File: config.mk
export PLATFORM = sky130hd
export DESIGN_NAME = flash_arbiter
export DESIGN_NICKNAME = d
export VERILOG_FILES = /design/src/rtl/flash_arbiter.sv
export SDC_FILE = /design/constraint.sdc
export NUM_CORES = 1
export LEC_CHECK = 0
export CAP_MARGIN = 5
export CORE_ASPECT_RATIO = 0.6
export CORE_UTILIZATION = 53
export DETAILED_ROUTE_END_ITERATION = 12
export PLACE_DENSITY = 0.87
export SKIP_CTS_REPAIR_TIMING = 1
export SLEW_MARGIN = 20
export SYNTH_ARGS = -nofsm -noshare
export SYNTH_HDL_FRONTEND = slang
export SYNTH_SLANG_ARGS = --single-unit
File: constraint.sdc
create_clock -name clk -period 5.2 [get_ports clk]
set_input_delay 0.52 -clock clk [delete_from_list [all_inputs] [get_ports clk]]
set_output_delay 0.52 -clock clk [all_outputs]
set_load 0.05 [all_outputs]
File: src/rtl/flash_arbiter.sv
// Two-port round-robin arbiter in front of the flash page cache: serializes byte
// reads, waits out page-miss refills, and returns each byte with a one-cycle ack.
module flash_arbiter #(
    parameter int unsigned SETTLE_CYCLES  = 2,
    parameter logic [23:0] TIMEOUT_CYCLES = 24'h100000
) (
    input  logic        clk,
    input  logic        reset,
    input  logic        req_0,
    input  logic [23:0] address_0,
    output logic [7:0]  data_0,
    output logic        ack_0,
    output logic        error_0,
    input  logic        req_1,
    input  logic [23:0] address_1,
    output logic [7:0]  data_1,
    output logic        ack_1,
    output logic        error_1,
    output logic [23:0] flash_address,
    output logic        flash_enable,
    input  logic [7:0]  flash_data,
    input  logic        flash_busy
);

    typedef enum logic [1:0] {
        IDLE,
        SETTLE,
        WAIT_BUSY,
        CAPTURE
    } state_t;

    localparam logic [3:0]  SETTLE_INIT  = 4'(SETTLE_CYCLES - 1);
    localparam logic [23:0] TIMEOUT_LAST = TIMEOUT_CYCLES - 24'd1;

    state_t      state_q;
    logic        last_grant_q;
    logic        grant_q;
    logic        abort_q;
    logic [3:0]  settle_q;
    logic [23:0] timeout_q;
    logic [23:0] flash_address_q;
    logic        flash_enable_q;
    logic [7:0]  data_0_q, data_1_q;
    logic        ack_0_q, ack_1_q;
    logic        error_0_q, error_1_q;

    logic        grant_d;
    logic [23:0] timeout_d;

    // On a tie the port that was not served last wins; otherwise whoever asks.
    always_comb begin
        grant_d = req_1;
        if (req_0 && req_1) begin
            grant_d = ~last_grant_q;
        end
        timeout_d = timeout_q + 24'd1;
    end

    always_ff @(posedge clk or posedge reset) begin
        if (reset) begin
            state_q         <= IDLE;
            last_grant_q    <= 1'b1;
            grant_q         <= 1'b0;
            abort_q         <= 1'b0;
            settle_q        <= '0;
            timeout_q       <= '0;
            flash_address_q <= '0;
            flash_enable_q  <= 1'b0;
            data_0_q        <= '0;
            data_1_q        <= '0;
            ack_0_q         <= 1'b0;
            ack_1_q         <= 1'b0;
            error_0_q       <= 1'b0;
            error_1_q       <= 1'b0;
        end else begin
            ack_0_q   <= 1'b0;
            ack_1_q   <= 1'b0;
            error_0_q <= 1'b0;
            error_1_q <= 1'b0;
            case (state_q)
                IDLE: begin
                    if (req_0 || req_1) begin
                        grant_q         <= grant_d;
                        flash_address_q <= grant_d ? address_1 : address_0;
                        flash_enable_q  <= 1'b1;
                        settle_q        <= SETTLE_INIT;
                        abort_q         <= 1'b0;
                        state_q         <= SETTLE;
                    end
                end
                SETTLE: begin
                    if (settle_q == 4'd0) begin
                        timeout_q <= '0;
                        state_q   <= WAIT_BUSY;
                    end else begin
                        settle_q <= settle_q - 4'd1;
                    end
                end
                WAIT_BUSY: begin
                    if (!flash_busy) begin
                        state_q <= CAPTURE;
                    end else begin
                        timeout_q <= timeout_d;
                        if (timeout_d == TIMEOUT_LAST) begin
                            abort_q <= 1'b1;
                            state_q <= CAPTURE;
                        end
                    end
                end
                CAPTURE: begin
                    // Cache data is registered, so it is valid here, one cycle after busy fell.
                    if (grant_q) begin
                        data_1_q  <= abort_q ? 8'hff : flash_data;
                        ack_1_q   <= 1'b1;
                        error_1_q <= abort_q;
                    end else begin
                        data_0_q  <= abort_q ? 8'hff : flash_data;
                        ack_0_q   <= 1'b1;
                        error_0_q <= abort_q;
                    end
                    flash_enable_q <= 1'b0;
                    last_grant_q   <= grant_q;
                    state_q        <= IDLE;
                end
                default: state_q <= IDLE;
            endcase
        end
    end

    assign flash_address = flash_address_q;
    assign flash_enable  = flash_enable_q;
    assign data_0        = data_0_q;
    assign ack_0         = ack_0_q;
    assign error_0       = error_0_q;
    assign data_1        = data_1_q;
    assign ack_1         = ack_1_q;
    assign error_1       = error_1_q;

endmodule

# Word level (Yosys, flattened, before mapping)
# Index checks and enable logic that the tools add are counted.
dict set report classes {
  addsub 2
  eq_ne 10
  mux 28
  bitwise 2
  reduce_logical 16
}
# operator count
set ops {}
lappend ops {{$mux 24} 3}
lappend ops {{$pmux 24 s2} 1}
lappend ops {{$add 24x1->24 const B} 1}
lappend ops {{$eq 24x20->1 const B} 1}
lappend ops {{$mux 1} 13}
lappend ops {{$ne 2x2->1 const B} 5}
lappend ops {{$reduce_and 3->1} 3}
lappend ops {{$mux 2} 4}
lappend ops {{$mux 4} 2}
lappend ops {{$mux 8} 1}
lappend ops {{$pmux 2 s4} 1}
lappend ops {{$pmux 4 s2} 1}
lappend ops {{$reduce_and 2->1} 4}
lappend ops {{$reduce_bool 2->1} 4}
lappend ops {{$eq 2x2->1 const B} 2}
lappend ops {{$logic_not 4->1} 1}
lappend ops {{$pmux 1 s2} 2}
lappend ops {{$reduce_and 4->1} 1}
lappend ops {{$sub 4x1->4 const B} 1}
lappend ops {{$ne 3x3->1 const B} 1}
lappend ops {{$eq 2x1->1 const B} 1}
lappend ops {{$logic_not 2->1} 1}
lappend ops {{$not 1->1} 2}
lappend ops {{$logic_and 1x1->1} 1}
lappend ops {{$logic_or 1x1->1} 1}
dict set report word_totals {
  register_bits 78
  inputBits 61
  output_inout_bits 45
  wordCells 72
}

# Longest topological paths before layout
dict set report logic_depth {
  ltp_word 5
  mapped_depth 10
}

# Worst setup path before layout
# Ideal clock, no wire load.
dict set report synth_timing {
  path_kind {reg2reg}
  startpoint {reg timeout_q[0]}
  endpoint {reg abort_q}
  setup_time_ps 94
  arrival_time_ps 2159
  t_required_ps 5106
  setup_slack_ps 2947
  path_stages_with_launch 8
  n_path_buf 0
  synth_period_minus_slack_ps 2253
  cell_sequence {dfrtp_1 ha_1 nand3_1 nor4_4 a31o_2 nand4_1 or3_4 a221oi_2}
}
dict set report synth_between {
  elab_chain_len 4
}
# element line_no
set synth_lines {}
lappend synth_lines {{from (decl)} 40} ;# logic [23:0] timeout_q;
lappend synth_lines {{from (signal assigned)} 103} ;# timeout_q <= timeout_d;
lappend synth_lines {{$add 24x1->24} 56} ;# timeout_d = timeout_q + 24'd1;
lappend synth_lines {{$eq 24x20->1} 104} ;# if (timeout_d == TIMEOUT_LAST) begin
lappend synth_lines {{$ne 2x2->1 (no source line)} -}
lappend synth_lines {{$reduce_and 4->1 (no source line)} -}
lappend synth_lines {{to (signal assigned)} 64} ;# abort_q <= 1'b0;
lappend synth_lines {{to (signal assigned)} 87} ;# abort_q <= 1'b0;
lappend synth_lines {{to (signal assigned)} 105} ;# abort_q <= 1'b1;
lappend synth_lines {{to (decl)} 38} ;# logic abort_q;
# Every way passes these cells.
# A chain may end at the register's enable or synchronous reset.

# Worst setup path after layout
dict set report layout_timing {
  startpoint {reg settle_q[0]}
  endpoint {reg timeout_q[9]}
}
dict set report layout_between {
  elab_chain_len 3
}
# element line_no
set layout_lines {}
lappend layout_lines {{from (decl)} 39} ;# logic [3:0] settle_q;
lappend layout_lines {{from (signal assigned)} 96} ;# settle_q <= settle_q - 4'd1;
lappend layout_lines {{$logic_not 4->1} 92} ;# if (settle_q == 4'd0) begin
lappend layout_lines {{$ne 2x2->1 (no source line)} -}
lappend layout_lines {{$reduce_and 3->1 (no source line)} -}
# Every way passes these cells.

==> impl_metrics.yaml <==
clock_network:
  cts.htree.levels: 3
  cts_sinks: 78
  numCtsBuffers: 9
  path_clk_slew_ns: 0.06
  cts_root_buffer: "clkbuf_16"
  clk_path_buf_depth: 2
  clk_latency_ns: 0.34
  cts_tree: "done"
synth:
  synth_cells: 430
  synth_nets: 498
  yosysWarnings: 0
  synth_area_um2: 4010
  yosysSeqAreaShare_pct: 48.71
  yosysUniqueCellTypes: 50
  synth-edff-count: 0
  synth.avg_cell_area_um2: 9.326
  synth_flop_cell: "dfrtp_1"
  synthArstFlopShare_pct: 100.0
  synth_seq_cells: 78
setup_path:
  endpoint_kind: "flip-flop"
  crit_fanout: 34
  cp_data_arrival_time_ns: 3.50
  worstSetupStartpointType: "flip-flop"
  crit_type: "flip-flop to flip-flop"
  worstPathRequired_ns: 5.44
timing:
  period_needed_ns: 3.262
  max_freq_mhz: 306.5
  tightestPinTransition_ns: 1.085
  hold_violations: 0
  slew_headroom_pct: 26.92
  setup_viol: 0
  fin_crit_sh_pct: 62.74
  worst_hold_slack_ns: 0.4747
  final_max_slew_viol_count: 0
  finalSetupTns_ns: 0
  skew_ns: 0.01008
  rsz0062_at_grt: "no"
global_route:
  grt_pass1_wl_um: 16850
  antenna_found_initial: 0
  grt_overflow_total: 0
  grt_max_degree: 79
  grt_pass1_vias: 3360
  grt_usage_pct: 27.59
outcome:
  status: "completed"
power:
  power_density_nw_per_um2: 569.2
  irDropWorstVdd_v: 0.0004528
  p_leak_nw: 2.345
placement:
  io_buffers: 105
  hpwl_um: 7175
  place_congestion: 0.8540
detailed_routing:
  num_vias: 3525
  vias_per_cell: 5.560
  first_pass_iters: 5
  drc: 0
  wl_um: 10290
  drt_iter0_drc: 289
  wl_per_cell_um: 16.24
  drtAntennaViolNets: 0
finish:
  drive_above_1_share_pct: 6.415
  fillers: 506
  fin_nets: 593
  area_delta_synth_final_pct: 36.35
  seqCellArea_um2: 1953
  multi_input_area_um2: 1929
  diodes: 0
floorplanning:
  die_w_um: 114.3
  io_pins: 106
  initial_utilization_pct: 54.96
  dieArea_um2: 7929
  chipHeight_um: 69.38
  core_um2: 7297
  placementRows: 24
min_path:
  hold_path.class: "flip-flop to flip-flop"
job:
  max-cap-violations: 0
[worst max-delay path, stage by stage (launching register included)]
cell and delay (ns):
dfrtp_1 0.41, inv_1 0.07, ha_1 0.17, nand2b_1 0.07
o21ai_0 0.84, nand2_1 0.96, a31oi_1 0.40, o21ai_0 0.13
o31ai_1 0.10
[synth_stat cells (2+ instances only)]
master	count	area share (%)
a211oi_1	2	0.37
a21boi_0	2	0.37
a21oi_1	18	2.2
a22o_1	2	0.44
a31oi_1	3	0.47
and2_1	2	0.31
and3_1	5	0.78
and4_1	2	0.44
buf_2	3	0.37
clkbuf_1	22	2.1
dfrtp_1	77	48
ha_1	7	2.2
inv_1	12	1.1
mux2i_1	27	6.7
nand2_1	63	5.9
nand2b_1	3	0.47
nand3_1	15	1.9
nand3b_1	3	0.56
nand4_1	7	1.1
nor2_1	38	3.6
nor2b_1	4	0.62
nor3_1	3	0.37
nor4_1	3	0.47
o21ai_0	66	8.2
o31ai_1	9	1.7
o41ai_1	2	0.44
xnor2_1	2	0.44
xor2_1	6	1.3
[metrics by stage]
step / power, W / instance area (um2) / std cells / setup WS, ns / utilization (%)
5_1_grt: 0.003269 / 5468 / 634 / 1.748 / 74.93
2_1_floorplan: 0.001928 / 4010 / 430 / 2.687 / -
3_5_place_dp: 0.002440 / 5132 / 617 / 2.048 / 70.34
4_1_cts: 0.003114 / 5440 / 633 / 2.018 / 74.55
3_3_place_gp: 0.002396 / 5132 / 617 / 2.306 / 70.34
6_report: 0.003112 / 5468 / 634 / 1.938 / 74.93
[worst paths after layout]
kind | to | cells past startpoint | slack [ns] | from
worst max-delay path | timeout_q[9] | 8 | 1.94 | settle_q[0]
min in group asynchronous | timeout_q[18] | 3 | 0.80 | reset
max in group asynchronous | flash_address[19] | 3 | 3.76 | reset
worst min register to register | data_0[7] | 2 | 0.47 | data_0[7]
worst min-delay path | data_0[7] | 2 | 0.47 | data_0[7]
worst max register to register | timeout_q[9] | 8 | 1.94 | settle_q[0]
[layout by cell type, fill, tap and decap left out, types with 3 or more instances in the layout]
master	n
clkdlybuf4s50_1	105
dfrtp_1	77
o21ai_0	65
nand2_1	63
nor2_1	38
mux2i_1	27
a21oi_1	18
nand3_1	15
inv_1	11
o31ai_1	9
clkbuf_16	9
nand4_1	7
ha_1	7
xor2_1	6
and3_1	5
nor2b_1	4
clkinv_2	4
nand2b_1	3
a31oi_1	3
nor4_1	3
nand3b_1	3
nor3_1	3
buf_4	3
[kinds of logic after synthesis]
logic type,count (synthesis),share of synthesized area [%]
and+or+nand+nor,160,20.16
adders and majority gates,7,2.184
AOI/OAI and AO/OA,112,16.63
DFF,78,48.71
buffers and inverters,37,3.557
muxes,28,7.020
xor gates and xnor gates,8,1.747
[sequential cells by signal, indices dropped and copies added (netlist names)]
signal         flops
timeout_q         24
abort_q            1
error_0            1
state_q            2
grant_q            1
last_grant_q       1
data_0             8
settle_q           4
data_1             8
ack_1              1
error_1            1
flash_enable       1
flash_address     24
ack_0              1
[layer usage]
metal | global-route usage, % | share of wire (%) | vias to the layer above
li1 | - | - | 1705
met1 | 38.41 | 47 | 1672
met2 | 42.49 | 46 | 124
met3 | 6.206 | 5.6 | 24
met4 | 10.10 | 1.9 | 0
met5 | 0 | 0 | -
[report_power, final]
group	switching, W	total, W	internal, W	leakage [nW]
logic	0.00102	0.00152	0.000501	1.20
registers	0.000127	0.000932	0.000806	0.992
clock network	0.000243	0.000661	0.000418	0.153
total	0.00139	0.00311	0.00172	2.34
[area by class of cell]
type	count	share of cell area, %
repair buffers	109	20.14
multi-input cells	315	35.29
inverters	12	0.8467
clock buffers	11	4.256
flip-flops and latches	78	35.72
clock inverters	5	1.373
well taps	104	2.380
Power figures use the tool's default switching activity.
